### config.mk
export PLATFORM = sky130hd
export DESIGN_NAME = pc_gen
export DESIGN_NICKNAME = d
export VERILOG_FILES = /design/src/rtl/pc_gen_pkg.sv /design/src/rtl/br_cmp.sv /design/src/rtl/pc_gen.sv
export SDC_FILE = /design/constraint.sdc
export NUM_CORES = 1
export LEC_CHECK = 0
export CORE_UTILIZATION = 60
export CTS_CLUSTER_SIZE = 20
export DETAILED_ROUTE_END_ITERATION = 12
export DONT_BUFFER_PORTS = 1
export GPL_TIMING_DRIVEN = 1
export PLACE_DENSITY = 0.79
export SYNTH_ARGS = -nofsm -noshare
export SYNTH_HDL_FRONTEND = slang
export SYNTH_HIERARCHICAL = 1
export SYNTH_SLANG_ARGS = --single-unit
export TNS_END_PERCENT = 10
### constraint.sdc
create_clock -name clk -period 5.79 [get_ports clk]
set_input_delay 1.4475 -clock clk [delete_from_list [all_inputs] [get_ports clk]]
set_output_delay 1.4475 -clock clk [all_outputs]
set_load 0.01 [all_outputs]
### src/rtl/pc_gen_pkg.sv
// ============================================================================
// Module      : pc_gen_pkg
// Description : Shared encodings and default addresses for the fetch-stage
//               program-counter generator.
// Revision    : 1.0 - initial release
// ============================================================================
`default_nettype none

package pc_gen_pkg;

    // Redirect kind of the ID-stage instruction
    localparam logic [2:0] NPC_SEQ  = 3'b000;
    localparam logic [2:0] NPC_BR   = 3'b001;
    localparam logic [2:0] NPC_J    = 3'b010;
    localparam logic [2:0] NPC_JR   = 3'b011;
    localparam logic [2:0] NPC_ERET = 3'b100;

    // Conditional branch forms
    localparam logic [2:0] BR_EQ  = 3'b000;
    localparam logic [2:0] BR_NE  = 3'b001;
    localparam logic [2:0] BR_LEZ = 3'b010;
    localparam logic [2:0] BR_GTZ = 3'b011;
    localparam logic [2:0] BR_LTZ = 3'b100;
    localparam logic [2:0] BR_GEZ = 3'b101;

    localparam logic [31:0] RESET_PC_DEFAULT = 32'h0000_3000;
    localparam logic [31:0] EXC_VEC_DEFAULT  = 32'h0000_4180;

endpackage : pc_gen_pkg

`default_nettype wire

### src/rtl/br_cmp.sv
// ============================================================================
// Module      : br_cmp
// Description : Combinational signed branch-condition evaluator.
// Revision    : 1.0 - initial release
// ============================================================================
`default_nettype none

module br_cmp
    import pc_gen_pkg::*;
(
    input  logic [31:0] rs,
    input  logic [31:0] rt,
    input  logic [2:0]  br_cond,
    output logic        taken
);

    logic w_eq;
    logic w_neg;
    logic w_zero;

    assign w_eq   = (rs == rt);
    assign w_neg  = rs[31];
    assign w_zero = (rs == 32'h0000_0000);

    always_comb begin
        taken = 1'b0;
        case (br_cond)
            BR_EQ:   taken = w_eq;
            BR_NE:   taken = !w_eq;
            BR_LEZ:  taken = w_neg || w_zero;
            BR_GTZ:  taken = !w_neg && !w_zero;
            BR_LTZ:  taken = w_neg;
            BR_GEZ:  taken = !w_neg;
            default: taken = 1'b0;
        endcase
    end

endmodule : br_cmp

`default_nettype wire

### src/rtl/pc_gen.sv
// ============================================================================
// Module      : pc_gen
// Description : IF-stage PC register with branch/jump/exception/ERET
//               redirect resolution and EPC capture.
// Revision    : 1.0 - initial release
// ============================================================================
`default_nettype none

module pc_gen
    import pc_gen_pkg::*;
#(
    parameter logic [31:0] RESET_PC = RESET_PC_DEFAULT,
    parameter logic [31:0] EXC_VEC  = EXC_VEC_DEFAULT
) (
    input  logic        clk,
    input  logic        reset,
    input  logic        stall,
    input  logic [2:0]  npc_sel,
    input  logic [2:0]  br_cond,
    input  logic [31:0] pc_id,
    input  logic [25:0] imm,
    input  logic [31:0] rs,
    input  logic [31:0] rt,
    input  logic        exc_req,
    input  logic [31:0] exc_pc,
    input  logic        exc_bd,
    output logic [31:0] pc,
    output logic [31:0] epc,
    output logic        boj,
    output logic        adel_if
);

    logic [31:0] r_pc;
    logic [31:0] r_epc;
    logic [31:0] w_id_plus4;
    logic [31:0] w_br_target;
    logic [31:0] w_j_target;
    logic [31:0] w_target;
    logic        w_taken;
    logic        w_redirect;

    br_cmp u_br_cmp (
        .rs      (rs),
        .rt      (rt),
        .br_cond (br_cond),
        .taken   (w_taken)
    );

    // J keeps the region bits of the delay-slot address, not of pc_id
    assign w_id_plus4  = pc_id + 32'd4;
    assign w_br_target = w_id_plus4 + {{14{imm[15]}}, imm[15:0], 2'b00};
    assign w_j_target  = {w_id_plus4[31:28], imm, 2'b00};

    always_comb begin
        w_redirect = 1'b0;
        w_target   = w_id_plus4;
        case (npc_sel)
            NPC_BR: begin
                w_redirect = w_taken;
                w_target   = w_br_target;
            end
            NPC_J: begin
                w_redirect = 1'b1;
                w_target   = w_j_target;
            end
            NPC_JR: begin
                w_redirect = 1'b1;
                w_target   = rs;
            end
            NPC_ERET: begin
                w_redirect = 1'b1;
                w_target   = r_epc;
            end
            default: begin
                w_redirect = 1'b0;
                w_target   = w_id_plus4;
            end
        endcase
    end

    assign boj = w_redirect && !stall && !exc_req;

    always_ff @(posedge clk) begin
        if (reset) begin
            r_pc <= RESET_PC;
        end else if (exc_req) begin
            r_pc <= EXC_VEC;
        end else if (stall) begin
            r_pc <= r_pc;
        end else if (boj) begin
            r_pc <= w_target;
        end else begin
            r_pc <= r_pc + 32'd4;
        end
    end

    // A faulting delay-slot instruction restarts at its branch
    always_ff @(posedge clk) begin
        if (reset) begin
            r_epc <= RESET_PC;
        end else if (exc_req) begin
            r_epc <= exc_bd ? (exc_pc - 32'd4) : exc_pc;
        end
    end

    assign pc      = r_pc;
    assign epc     = r_epc;
    assign adel_if = |r_pc[1:0];

endmodule : pc_gen

`default_nettype wire

==> run_results.csv <==
group,metric,value,unit
finish,finalCoreUtilization,65.0,%
timing,tns,0,ns
placement,place.port_buffers,0,
timing,rel_slew_slack,28.9,%
timing,setup_viol,0,
logic_synthesis,synth_area,7060,µm²
global_route,grt.overflow.total,0,
timing,hold_violations,0,
finish,final.fill_count,1032,
routing,post-route-drc-count,0,
setup_path,worst-endpoint-required,4.34,ns
clock_tree,post_cts.resized_instances,0,
logic_synthesis,dominantRegCellSynth,"sky130_fd_sc_hd__dfxtp_1",
power,powerDensity,206,nW/µm²
clock_tree,cts_tree,"done",
job,cap_viol_max_count,0,
setup_path,critical-path-top-delay-family,"simple AND/OR/NAND/NOR gates",
timing,layout_setup_ws,0.856,ns
finish,flow.area_growth_from_synthesis,5.58,%
logic_synthesis,synth.cells.most_frequent,"103 x sky130_fd_sc_hd__nor2_1, 87 x sky130_fd_sc_hd__nand2_1, 75 x sky130_fd_sc_hd__a21oi_1",
logic_synthesis,synth_edf_count,0,
clock_tree,cts_buffers,9,
placement,dp_worst_setup_slack,0.930,ns
setup_path,timing_worst_setup_path_type,"input pin to output pin",
power,power.static_leakage,2.70,nW
setup_path,cp.buffers_inverters,1,
logic_synthesis,yosys.area.top_type_share,18.1,%
global_route,first_global_vias,7070,
setup_path,crit_chain,"nor4_1, nand4_1, o21ai_0, nor4b_1, nand3b_1, a21oi_1, o21ai_1, and2_1, nand2_1, clkinv_1",
clock_tree,ctsHtreeMaxLevel,3,
setup_path,reg2regPathDepth,9,
logic_synthesis,postSynthRegisterBits,64,
routing,postRouteAntennaNets,0,
setup_path,end_kind,"output pin",
timing,final.min_clock_period,4.93,ns
routing,per_cell_routed_wire_length,22.6,µm
setup_path,r2r_endpoint,"pc[28]$_SDFFE_PP0N_",
placement,detailed_place_hpwl,19.6,mm
global_route,pin_count_of_the_biggest_net_entering_global_routing,66,
logic_synthesis,post_synth_arst_share,0,%
power,vdd.ir_drop.worst,0.212,mV
logic_synthesis,ys_seq_area_share,18.1,%
timing,timing.clock.skew,0.00726,ns
timing,fin_crit_sh,85.2,%
clock_tree,cts.root.buffer_cell,"sky130_fd_sc_hd__clkbuf_16",
logic_synthesis,syn_area_per_cell,7.17,µm²
logic_synthesis,yosys.area.top_type,"sky130_fd_sc_hd__dfxtp_1",
routing,initialDrtViolationCount,1083,
routing,vias,7678,
clock_tree,post-cts-setup-buffer-count,0,
logic_synthesis,postSynthNetCount,1187,
floorplanning,rows,39,
timing,grt_setup_unrepaired,"no",
hold_path,worst_hold_path.num_cells,2,
logic_synthesis,yosysWarningCount,6,
setup_path,worst_setup_path_start_kind,"input pin",
clock_tree,number_of_buffers_inserted_by_hold_repair_at_cts,0,
hold_path,hp-start,"epc[23]$_SDFFE_PP0P_",
setup_path,regToRegStartpoint,"pc[2]$_SDFFE_PP0N_",
finish,finalNetCount,1157,
outcome,status,"finished clean",
routing,drt_pre_antenna_iters,5,
logic_synthesis,netlist_instances,985,
setup_path,timing.critical_path.slowest_cell_delay,0.44,ns
logic_synthesis,yosysUniqueCellTypes,72,
logic_synthesis,post-synth-top-count-cell,"sky130_fd_sc_hd__nor2_1",
floorplanning,design.portCount,231,
setup_path,r2r_slack,2.65,ns
floorplanning,chipWidth,110,µm
floorplanning,die_height,110,µm
finish,ff_latch_area,1280,µm²
placement,routabilityCongestion,1.03,
timing,fmax,203,MHz
timing,report.final.slew_viol_count,0,
clock_tree,clock_sinks,64,
setup_path,cpMaxStageDelayCell,"sky130_fd_sc_hd__nor4_1",
floorplanning,die_area,12200,µm²
logic_synthesis,synthTopCellsByArea,"sky130_fd_sc_hd__dfxtp_1 18%, sky130_fd_sc_hd__xnor2_1 6.5%, sky130_fd_sc_hd__ha_1 6.4%",
finish,antennaDiodeCount,0,
clock_tree,clock_insertion_delay_worst_skew,0.35,ns
floorplanning,floorplan.core_area,11500,µm²
routing,detail_route.vias_per_cell,6.96,
finish,multi_input_comb_area,5500,µm²
floorplanning,initial_core_util,61.6,%
global_route,aggregate_global_route_resource_usage,39.9,%
hold_path,hold_path.class,"flop to flop",
timing,worstMarginPinSlew,1.06,ns
finish,drive_gt1_share,5.42,%
global_route,number_of_antenna_violations_at_the_first_check_in_global_routing,0,
routing,aggregate_routed_wire_length,24.9,mm
clock_tree,clock_tree.buffer_depth,2,
hold_path,hold_end,"epc[23]$_SDFFE_PP0P_",
setup_path,worst-path-max-fanout,7,
global_route,grt_first_pass_wirelength,38.4,mm
clock_tree,clk_pin_slew,0.06,ns
setup_path,arrival,3.49,ns
[sequential cells by signal, summed over array words and instances (netlist names), named ones only]
name,count
pc,30
epc,32
[where the power goes]
part           total, mW  switching, mW  internal, mW
clock network      0.650          0.228         0.421
registers          0.507         0.0439         0.463
logic              0.380          0.219         0.161
total               1.54          0.491          1.05
[worst max path at each step]
stage,from,to,cells past startpoint
after floorplan,rs[25],boj,13
after global placement,rs[14],boj,10
after detailed placement,rs[14],boj,10
after CTS,rs[14],boj,10
after global routing,rs[14],boj,10
final,rs[14],boj,10
[metrics by stage]
stage | cell area, µm² | std cells | total power [mW] | hold slack (ns)
after floorplan | 7060 | 985 | 0.809 | 0.515
after global placement | 7110 | 1087 | 0.880 | 0.531
after detailed placement | 7110 | 1087 | 0.881 | 0.538
after CTS | 7450 | 1103 | 1.52 | 0.547
after global routing | 7450 | 1103 | 1.59 | 0.560
final | 7450 | 1103 | 1.54 | 0.543
[placed cells by master (no fill, tap or decap), types with 4 or more instances in the layout]
master	count
sky130_fd_sc_hd__or2_2	9
sky130_fd_sc_hd__ha_1	36
sky130_fd_sc_hd__o22ai_1	13
sky130_fd_sc_hd__xnor2_1	52
sky130_fd_sc_hd__nor3b_1	4
sky130_fd_sc_hd__dfxtp_1	64
sky130_fd_sc_hd__a211oi_1	30
sky130_fd_sc_hd__nand2_1	87
sky130_fd_sc_hd__nor4_1	26
sky130_fd_sc_hd__a22o_1	5
sky130_fd_sc_hd__nor2b_1	15
sky130_fd_sc_hd__a22oi_1	17
sky130_fd_sc_hd__nor3_1	22
sky130_fd_sc_hd__nor2_1	103
sky130_fd_sc_hd__a31oi_1	21
sky130_fd_sc_hd__a311oi_1	10
sky130_fd_sc_hd__a21oi_1	75
sky130_fd_sc_hd__and2_1	10
sky130_fd_sc_hd__nand3_1	30
sky130_fd_sc_hd__o211ai_1	12
sky130_fd_sc_hd__nand2b_1	12
sky130_fd_sc_hd__nand4_1	27
sky130_fd_sc_hd__o21a_1	6
sky130_fd_sc_hd__o21ai_0	59
sky130_fd_sc_hd__and3_1	8
sky130_fd_sc_hd__inv_1	22
sky130_fd_sc_hd__a21o_1	24
sky130_fd_sc_hd__clkbuf_16	9
sky130_fd_sc_hd__a41oi_1	4
sky130_fd_sc_hd__nor4_2	5
sky130_fd_sc_hd__mux2i_1	8
sky130_fd_sc_hd__xor2_1	51
sky130_fd_sc_hd__buf_4	8
sky130_fd_sc_hd__or3_1	10
[worst reg2reg max path: cells and delay by family (launching register included)]
| family | cells | cell delay (ns) |
|---|---|---|
| AOI/OAI and AO/OA | 3 | 0.58 |
| and+or+nand+nor | 5 | 1.69 |
| adders and majority gates | 1 | 0.27 |
| DFF | 1 | 0.49 |
[area by class of cell]
cell class / instances / area share, %
tap: 143 / 2.40
sequential: 64 / 17.2
inverter: 24 / 1.21
clock buffer: 9 / 3.02
clock inverter: 7 / 1.59
timing repair buffer: 8 / 0.806
multi-input combinational: 848 / 73.8
[cell families after synthesis]
group	count (synthesis)	share of synthesized area (%)
flip-flops	64	18.1
AND/OR/NAND/NOR	386	28.1
AO/OA/AOI/OAI	314	29.2
XOR/XNOR	103	12.8
multiplexers	8	1.13
adder cells (fa/ha/maj)	37	6.66
buffers and inverters	73	3.99
[routing by layer]
| layer | track usage, % | share of wire [%] |
|---|---|---|
| met2 | 61.1 | 43 |
| met4 | 14.5 | 3.4 |
| met1 | 51.9 | 40 |
| met5 | 0 | 0 |
| met3 | 13.4 | 14 |
Note: power is estimated with default switching activity, not from simulation.
